## src/rtl/arb_order_fifo.sv

```systemverilog
// arb_order_fifo: grant-order FIFO with wrap-bit pointers and async active-low reset
module arb_order_fifo #(
  parameter int P_WIDTH = 2,
  parameter int P_DEPTH = 8
) (
  input  logic                       clk,
  input  logic                       rst_n,
  input  logic                       push_i,
  input  logic                       pop_i,
  input  logic [P_WIDTH-1:0]         data_i,
  output logic                       full_o,
  output logic                       empty_o,
  output logic [$clog2(P_DEPTH):0]   count_o,
  output logic [P_WIDTH-1:0]         head_o
);
  localparam int AW = $clog2(P_DEPTH);
  logic [P_WIDTH-1:0] mem_q [P_DEPTH];
  logic [AW:0] wptr_q, wptr_d, rptr_q, rptr_d;
  logic do_push, do_pop;
  assign full_o  = (wptr_q[AW] != rptr_q[AW]) && (wptr_q[AW-1:0] == rptr_q[AW-1:0]);
  assign empty_o = wptr_q == rptr_q;
  assign do_push = push_i & ~full_o;
  assign do_pop  = pop_i & ~empty_o;
  assign wptr_d  = wptr_q + (AW+1)'(do_push);
  assign rptr_d  = rptr_q + (AW+1)'(do_pop);
  assign count_o = wptr_q - rptr_q;
  assign head_o  = mem_q[rptr_q[AW-1:0]];
  always_ff @(posedge clk or negedge rst_n)
    if (!rst_n) begin
      wptr_q <= '0;
      rptr_q <= '0;
    end else begin
      wptr_q <= wptr_d;
      rptr_q <= rptr_d;
    end
  // storage is not reset: an entry is only read after it has been written
  always_ff @(posedge clk)
    if (do_push) mem_q[wptr_q[AW-1:0]] <= data_i;
endmodule

```

## src/rtl/arb_order_resp_router.sv

```systemverilog
// arb_order_resp_router: steers the shared in-order response stream back to requesters in grant order
module arb_order_resp_router #(
  parameter int P_REQUESTER_NUM = 4,
  parameter int P_ORDER_DEPTH   = 8,
  parameter int P_DATA_W        = 32
) (
  input  logic                             clk,
  input  logic                             rst_n,
  input  logic [P_REQUESTER_NUM-1:0]       grant_valid_i,
  output logic                             grant_ready_o,
  input  logic                             rsp_valid_i,
  output logic                             rsp_ready_o,
  input  logic                             rsp_last_i,
  input  logic [P_DATA_W-1:0]              rsp_data_i,
  output logic [P_REQUESTER_NUM-1:0]       rsp_valid_o,
  input  logic [P_REQUESTER_NUM-1:0]       rsp_ready_i,
  output logic [P_DATA_W-1:0]              rsp_data_o,
  output logic                             rsp_last_o,
  output logic [$clog2(P_ORDER_DEPTH):0]   order_cnt_o
);
  localparam int REQ_NUM_W = $clog2(P_REQUESTER_NUM);
  localparam int PTR_W     = $clog2(P_ORDER_DEPTH) + 1;
  logic [REQ_NUM_W-1:0] grant_idx, head_idx;
  logic [PTR_W-1:0] cnt;
  logic full, empty, push, pop;
  // descending scan so a multi-hot grant resolves to its lowest set bit
  always_comb begin
    grant_idx = '0;
    for (int i = P_REQUESTER_NUM - 1; i >= 0; i--)
      if (grant_valid_i[i]) grant_idx = REQ_NUM_W'(i);
  end
  assign grant_ready_o = ~full;
  assign push          = |grant_valid_i & grant_ready_o;
  assign rsp_ready_o   = ~empty & rsp_ready_i[head_idx];
  assign rsp_valid_o   = (rsp_valid_i & ~empty) ? P_REQUESTER_NUM'(1) << head_idx : '0;
  assign pop           = rsp_valid_i & rsp_ready_o & rsp_last_i;
  assign rsp_data_o    = rsp_data_i;
  assign rsp_last_o    = rsp_last_i;
  assign order_cnt_o   = cnt;
  arb_order_fifo #(
    .P_WIDTH (REQ_NUM_W),
    .P_DEPTH (P_ORDER_DEPTH)
  ) u_fifo (
    .clk     (clk),
    .rst_n   (rst_n),
    .push_i  (push),
    .pop_i   (pop),
    .data_i  (grant_idx),
    .full_o  (full),
    .empty_o (empty),
    .count_o (cnt),
    .head_o  (head_idx)
  );
endmodule

```

## config.mk

```make
export PLATFORM = sky130hd
export DESIGN_NAME = arb_order_resp_router
export DESIGN_NICKNAME = d
export VERILOG_FILES = /design/src/rtl/arb_order_fifo.sv /design/src/rtl/arb_order_resp_router.sv
export SDC_FILE = /design/constraint.sdc
export NUM_CORES = 1
export LEC_CHECK = 0
export ABC_AREA = 1
export BUFFER_PORTS_ARGS = -buffer_cell sky130_fd_sc_hd__buf_4
export CORE_MARGIN = 3
export CORE_UTILIZATION = 28
export DETAILED_ROUTE_END_ITERATION = 6
export PLACE_DENSITY = 0.67
export SETUP_SLACK_MARGIN = 0.02
export SLEW_MARGIN = 20
export SYNTH_ARGS = -nofsm -noshare
export SYNTH_HDL_FRONTEND = slang
export SYNTH_SLANG_ARGS = --single-unit
```

## constraint.sdc

```tcl
create_clock -name clk -period 1.8 [get_ports clk]
set_input_delay 0.09 -clock clk [delete_from_list [all_inputs] [get_ports clk]]
set_output_delay 0.09 -clock clk [all_outputs]
set_load 0.1 [all_outputs]
```

-- Word-level counts from Yosys, hierarchy flattened
Memory sizes are Yosys's and may differ from the RTL's.
Cells that the tools add are included.
W data, S select, Z words.
- magnitude comparators: 1
- add/sub/neg operators: 3
- reductions and logical operators: 2
- bitwise operators: 9
- multiplexer cells: 9
- equal/unequal tests: 3
- shifts and indexed selects: 1
- operator list (cell ; count):
    $add A4 B1 Y4 ; 2
    $mux W2 ; 4
    $and A1 B1 Y1 ; 7
    $eq A4 B4 Y1 ; 1
    $mux W4 ; 1
    $reduce_or A4 Y1 ; 1
    $shl A1 B2 Y4 const A ; 1
    $sub A4 B4 Y4 ; 1
    $eq A3 B3 Y1 ; 1
    $lt A2 B3 Y1 const B ; 1
    $mux W1 ; 3
    $bmux W1 S2 ; 1
    $not A1 Y1 ; 2
    $logic_and A1 B1 Y1 ; 1
    $ne A1 B1 Y1 ; 1
- flip-flop bits (word level): 8
- logic and storage cells: 31
- memory bits (writable): 16
- output and inout port bits: 43
- memories kept: 1
- memories (memory ; depth ; bits a word ; read ports ; clocked after Yosys merged registers in ; write ports ; line ; text):
    u_fifo.mem_q ; 8 ; 2 ; 1 ; 0 ; 1 ; arb_order_fifo.sv:17 ; logic [P_WIDTH-1:0] mem_q [P_DEPTH];

-- Logic depth before layout (Yosys ltp)
An unclocked memory read counts as a cell.
- word-level depth: 8
- mapped depth: 14
- gate-level depth less buffers: 13

-- Hierarchy
A second synthesis with hierarchy kept.
- cell total of the unflattened synthesis: 196
- area total of the unflattened synthesis: 1615.3 sq um
- modules (own cells, without submodules) (module ; times used ; seq. area each (sq um) ; area each (sq um) ; cells an instance):
    arb_order_fifo ; 1 ; 680.7 ; 1247.4 ; 135
    arb_order_resp_router ; 1 ; 0.0 ; 367.9 ; 61

-- Least setup slack after synthesis
OpenSTA, ideal clock, no wires.
- path type: register to output
- from: reg u_fifo.rptr_q[0]
- to: out rsp_valid_o[0]
- setup slack: -2.076 ns
- cell stages (with the launch flop): 7
- data required time: 1.710 ns
- arrival: 3.786 ns
- path through: dfrtp_1 > ha_1 > inv_1 > nor3_1 > nand2_1 > nand2_2 > nor3_1
- cells in the longest elaborated chain, start to end: 4
- elaborated cells on any way between the ends: 6
- RTL lines (what ; line ; text):
    start, declared ; arb_order_fifo.sv:18 ; logic [AW:0] wptr_q, wptr_d, rptr_q, rptr_d;
    start signal, assigned ; arb_order_fifo.sv:34 ; rptr_q <= rptr_d;
    parallel branches: the longest is 3 deep, another holds $mem_v2 Z8 W2 ; - ;
    $mux W4 * ; arb_order_resp_router.sv:35 ; assign rsp_valid_o = (rsp_valid_i & ~empty) ? P_REQUESTER_NUM'(1) << head_idx : '0;
    end, declared ; arb_order_resp_router.sv:15 ; output logic [P_REQUESTER_NUM-1:0] rsp_valid_o,
Every way passes the cells marked *.

-- Final worst setup path
Ends and elaborated chain as after synthesis.

==> flow_summary_export.csv <==
group,metric,value,unit
layout,fin_nets,246,
detailed_routing,vias,1126,
floorplan,start_util,29.75,%
layout,post-route-util,43.04,%
sta,worst_pin_slew,0.5121,ns
floorplan,rows,26,
floorplan,die_height,80.83,um
layout,mostFrequentLayoutCell,"buf_4",
synthesis,synth_area,0.001568,mm2
sta,timing.slew.headroom,65.74,%
floorplan,dieArea,0.006533,mm2
detailed_routing,detail-route-antenna-nets,0,
clocking,cts_buffers,3,
sta,finalCritPeriodShare,113.4,%
synthesis,synth_edf_count,16,
sta,drv_slew,0,
sta,fin_ws,-0.2411,ns
flow_run,cap_violations,0,
synthesis,synth_cells,175,
clocking,worstSkewPairLatency,0.27,ns
status,violations,"negative setup slack",
floorplan,ios,87,
critical_path,critical-path-top-delay-family,"buffers and inverters",
synthesis,synth_cell_type_count,22,
synthesis,ys_seq_area_share,43.42,%
global_routing,grt_max_degree,14,
sta,rsz0062_at_grt,"yes",
global_routing,track_usage,11.48,%
detailed_routing,post_drt_wl_per_cell,13.01,um
critical_path,setup.worst_path.class,"reg2out",
clocking,clock-sinks,24,
place,dp.final_hpwl,2.501,mm
hold_path,holdPathStages,0,
global_routing,grt_pass1_wl,5.706,mm
synthesis,ys_warn_count,0,
place,gp_congestion,0.8183,
layout,fillers,498,
global_routing,grt_overflow,0,
global_routing,antenna_found_initial,0,
status,status,"finished with violations",
layout,final_cell_mix,"buf_4 (32), nand2_1 (29), edfxtp_1 (16)",
synthesis,syn-num-nets,227,
place,pre_cts_ws,-0.1132,ns
critical_path,crit_buf_inv,4,
critical_path,crit_chain,"buf_6 > ha_4 > clkinvlp_4 > nor3_4 > nand2_2 > buf_6 > nand2_8 > nor3_4 > buf_12",
critical_path,path_max_fanout,4,
critical_path,max_stage_delay,0.41,ns
detailed_routing,drc,0,
clocking,cts_max_path_buffers,2,
sta,min_period,2.041,ns
global_routing,first_global_vias,1219,
detailed_routing,initialDrtViolationCount,31,
critical_path,cp-start-kind,"flip-flop",
detailed_routing,drt_pre_antenna_iters,4,
sta,finalSetupViolCount,31,
synthesis,syn_area_per_cell,8.959,um2
critical_path,crit_arrival,1.95,ns
detailed_routing,viasPerCell,4.281,
clocking,cts_tree,"built",
critical_path,path_depth,9,
critical_path,slowest_stage,"dfrtp_1",
sta,skew,0.01221,ns
sta,timing.fmax,0.4899,GHz
critical_path,end_kind,"primary output",
sta,finalHoldViolCount,0,
critical_path,rr_worst_depth,9,
place,port_buffers,22,
layout,num_antenna_cells,0,
floorplan,coreArea,0.005270,mm2
synthesis,synthArstFlopShare,33.33,%
synthesis,ys.flop_type,"edfxtp_1",
synthesis,synth_seq_cells,24,
clocking,path_clk_slew,0.09,ns
floorplan,die_w,80.83,um
clocking,cts-root-buf,"clkbuf_8",
layout,area_growth,44.69,%
detailed_routing,wl,3.421,mm
critical_path,required,1.71,ns
layout,drive_gt1_share,53.37,%
clocking,htreeDepth,1,
hold_path,hold_class,"in2out",
==> synthesized netlist by cell type, drive strengths merged (2+ instances only) <==
cell	n	area share, %
a21oi	2	0.64
nor3	6	1.9
dfrtp	8	13
nand3	14	5.4
edfxtp	16	31
inv	26	6.5
ha	7	5.6
xnor2	3	1.7
buf	34	17
nor2	13	3.1
xor2	4	2.2
nand2	38	10
==> metrics by stage <==
step	hold WS [ns]	area [um2]	instances	TNS (ns)
after floorplan	-0.2056	1722	175	-8.133
after global placement	-0.08435	1866	253	-0.2045
after detailed placement	-0.08476	1866	253	-0.6666
after CTS	0.1666	2220	261	-1.900
after global routing	0.1802	2268	263	-5.511
final	0.1800	2268	263	-2.820
==> routing by layer <==
layer  share of wire (%)  global-route usage, %  up-vias
li1                    -                      -      553
met1                  40                  13.30      514
met2                  48                  19.38       32
met3                 6.5                  1.885       27
met4                 5.8                  7.770        0
met5                   0                      0        -
==> path summary, 6_finish.rpt <==
check,start,endpoint,slack (ns)
max,u_fifo.rptr_q[0],rsp_valid_o[0],-0.24
max in group asynchronous,rst_n,u_fifo.wptr_q[0],1.48
min,rsp_data_i[15],rsp_data_o[15],0.18
min reg2reg,u_fifo.wptr_q[3],u_fifo.wptr_q[3],0.50
min in group asynchronous,rst_n,u_fifo.rptr_q[1],0.19
max reg2reg,u_fifo.rptr_q[0],u_fifo.wptr_q[2],-0.17
==> area by class of cell <==
type                       count  area [um2]  share of cell area, %
timing repair buffer          48       498.0                  21.95
sequential                    24       680.7                  30.01
clock buffer                   4       45.04                  1.986
tap                           70       87.58                  3.861
multi-input combinational     91       845.8                  37.29
inverter                      26       111.4                  4.909
==> registers in the layout, summed over array words and instances (netlist names) <==
name           count
u_fifo.mem_q      16
u_fifo.wptr_q      4
u_fifo.rptr_q      4
==> kinds of logic (layout without fill, tap and decap cells) <==
kind of cell / after synthesis / count (layout) / share of synthesized area [%]
AOI/OAI and AO/OA: 4 / 4 / 1.597
xor gates and xnor gates: 7 / 7 / 3.911
adders and majority gates: 8 / 8 / 6.863
buffers and inverters: 60 / 78 / 23.06
DFF: 24 / 24 / 43.42
and+or+nand+nor: 72 / 72 / 21.15
==> what timing repair did <==
item / 4_1_cts / 5_1_grt
buffers inserted: 3 / 2
pin swaps: 16 / 7
gates resized for setup: 68 / 8
hold endpoints to repair: 8 / 0
hold buffers: 1 / 0
endpoints found under the setup margin: 29 / 33
Power is left out: the tool's default activity adds up to more than one toggle a clock period on the data nets, which glitch-free logic cannot reach.
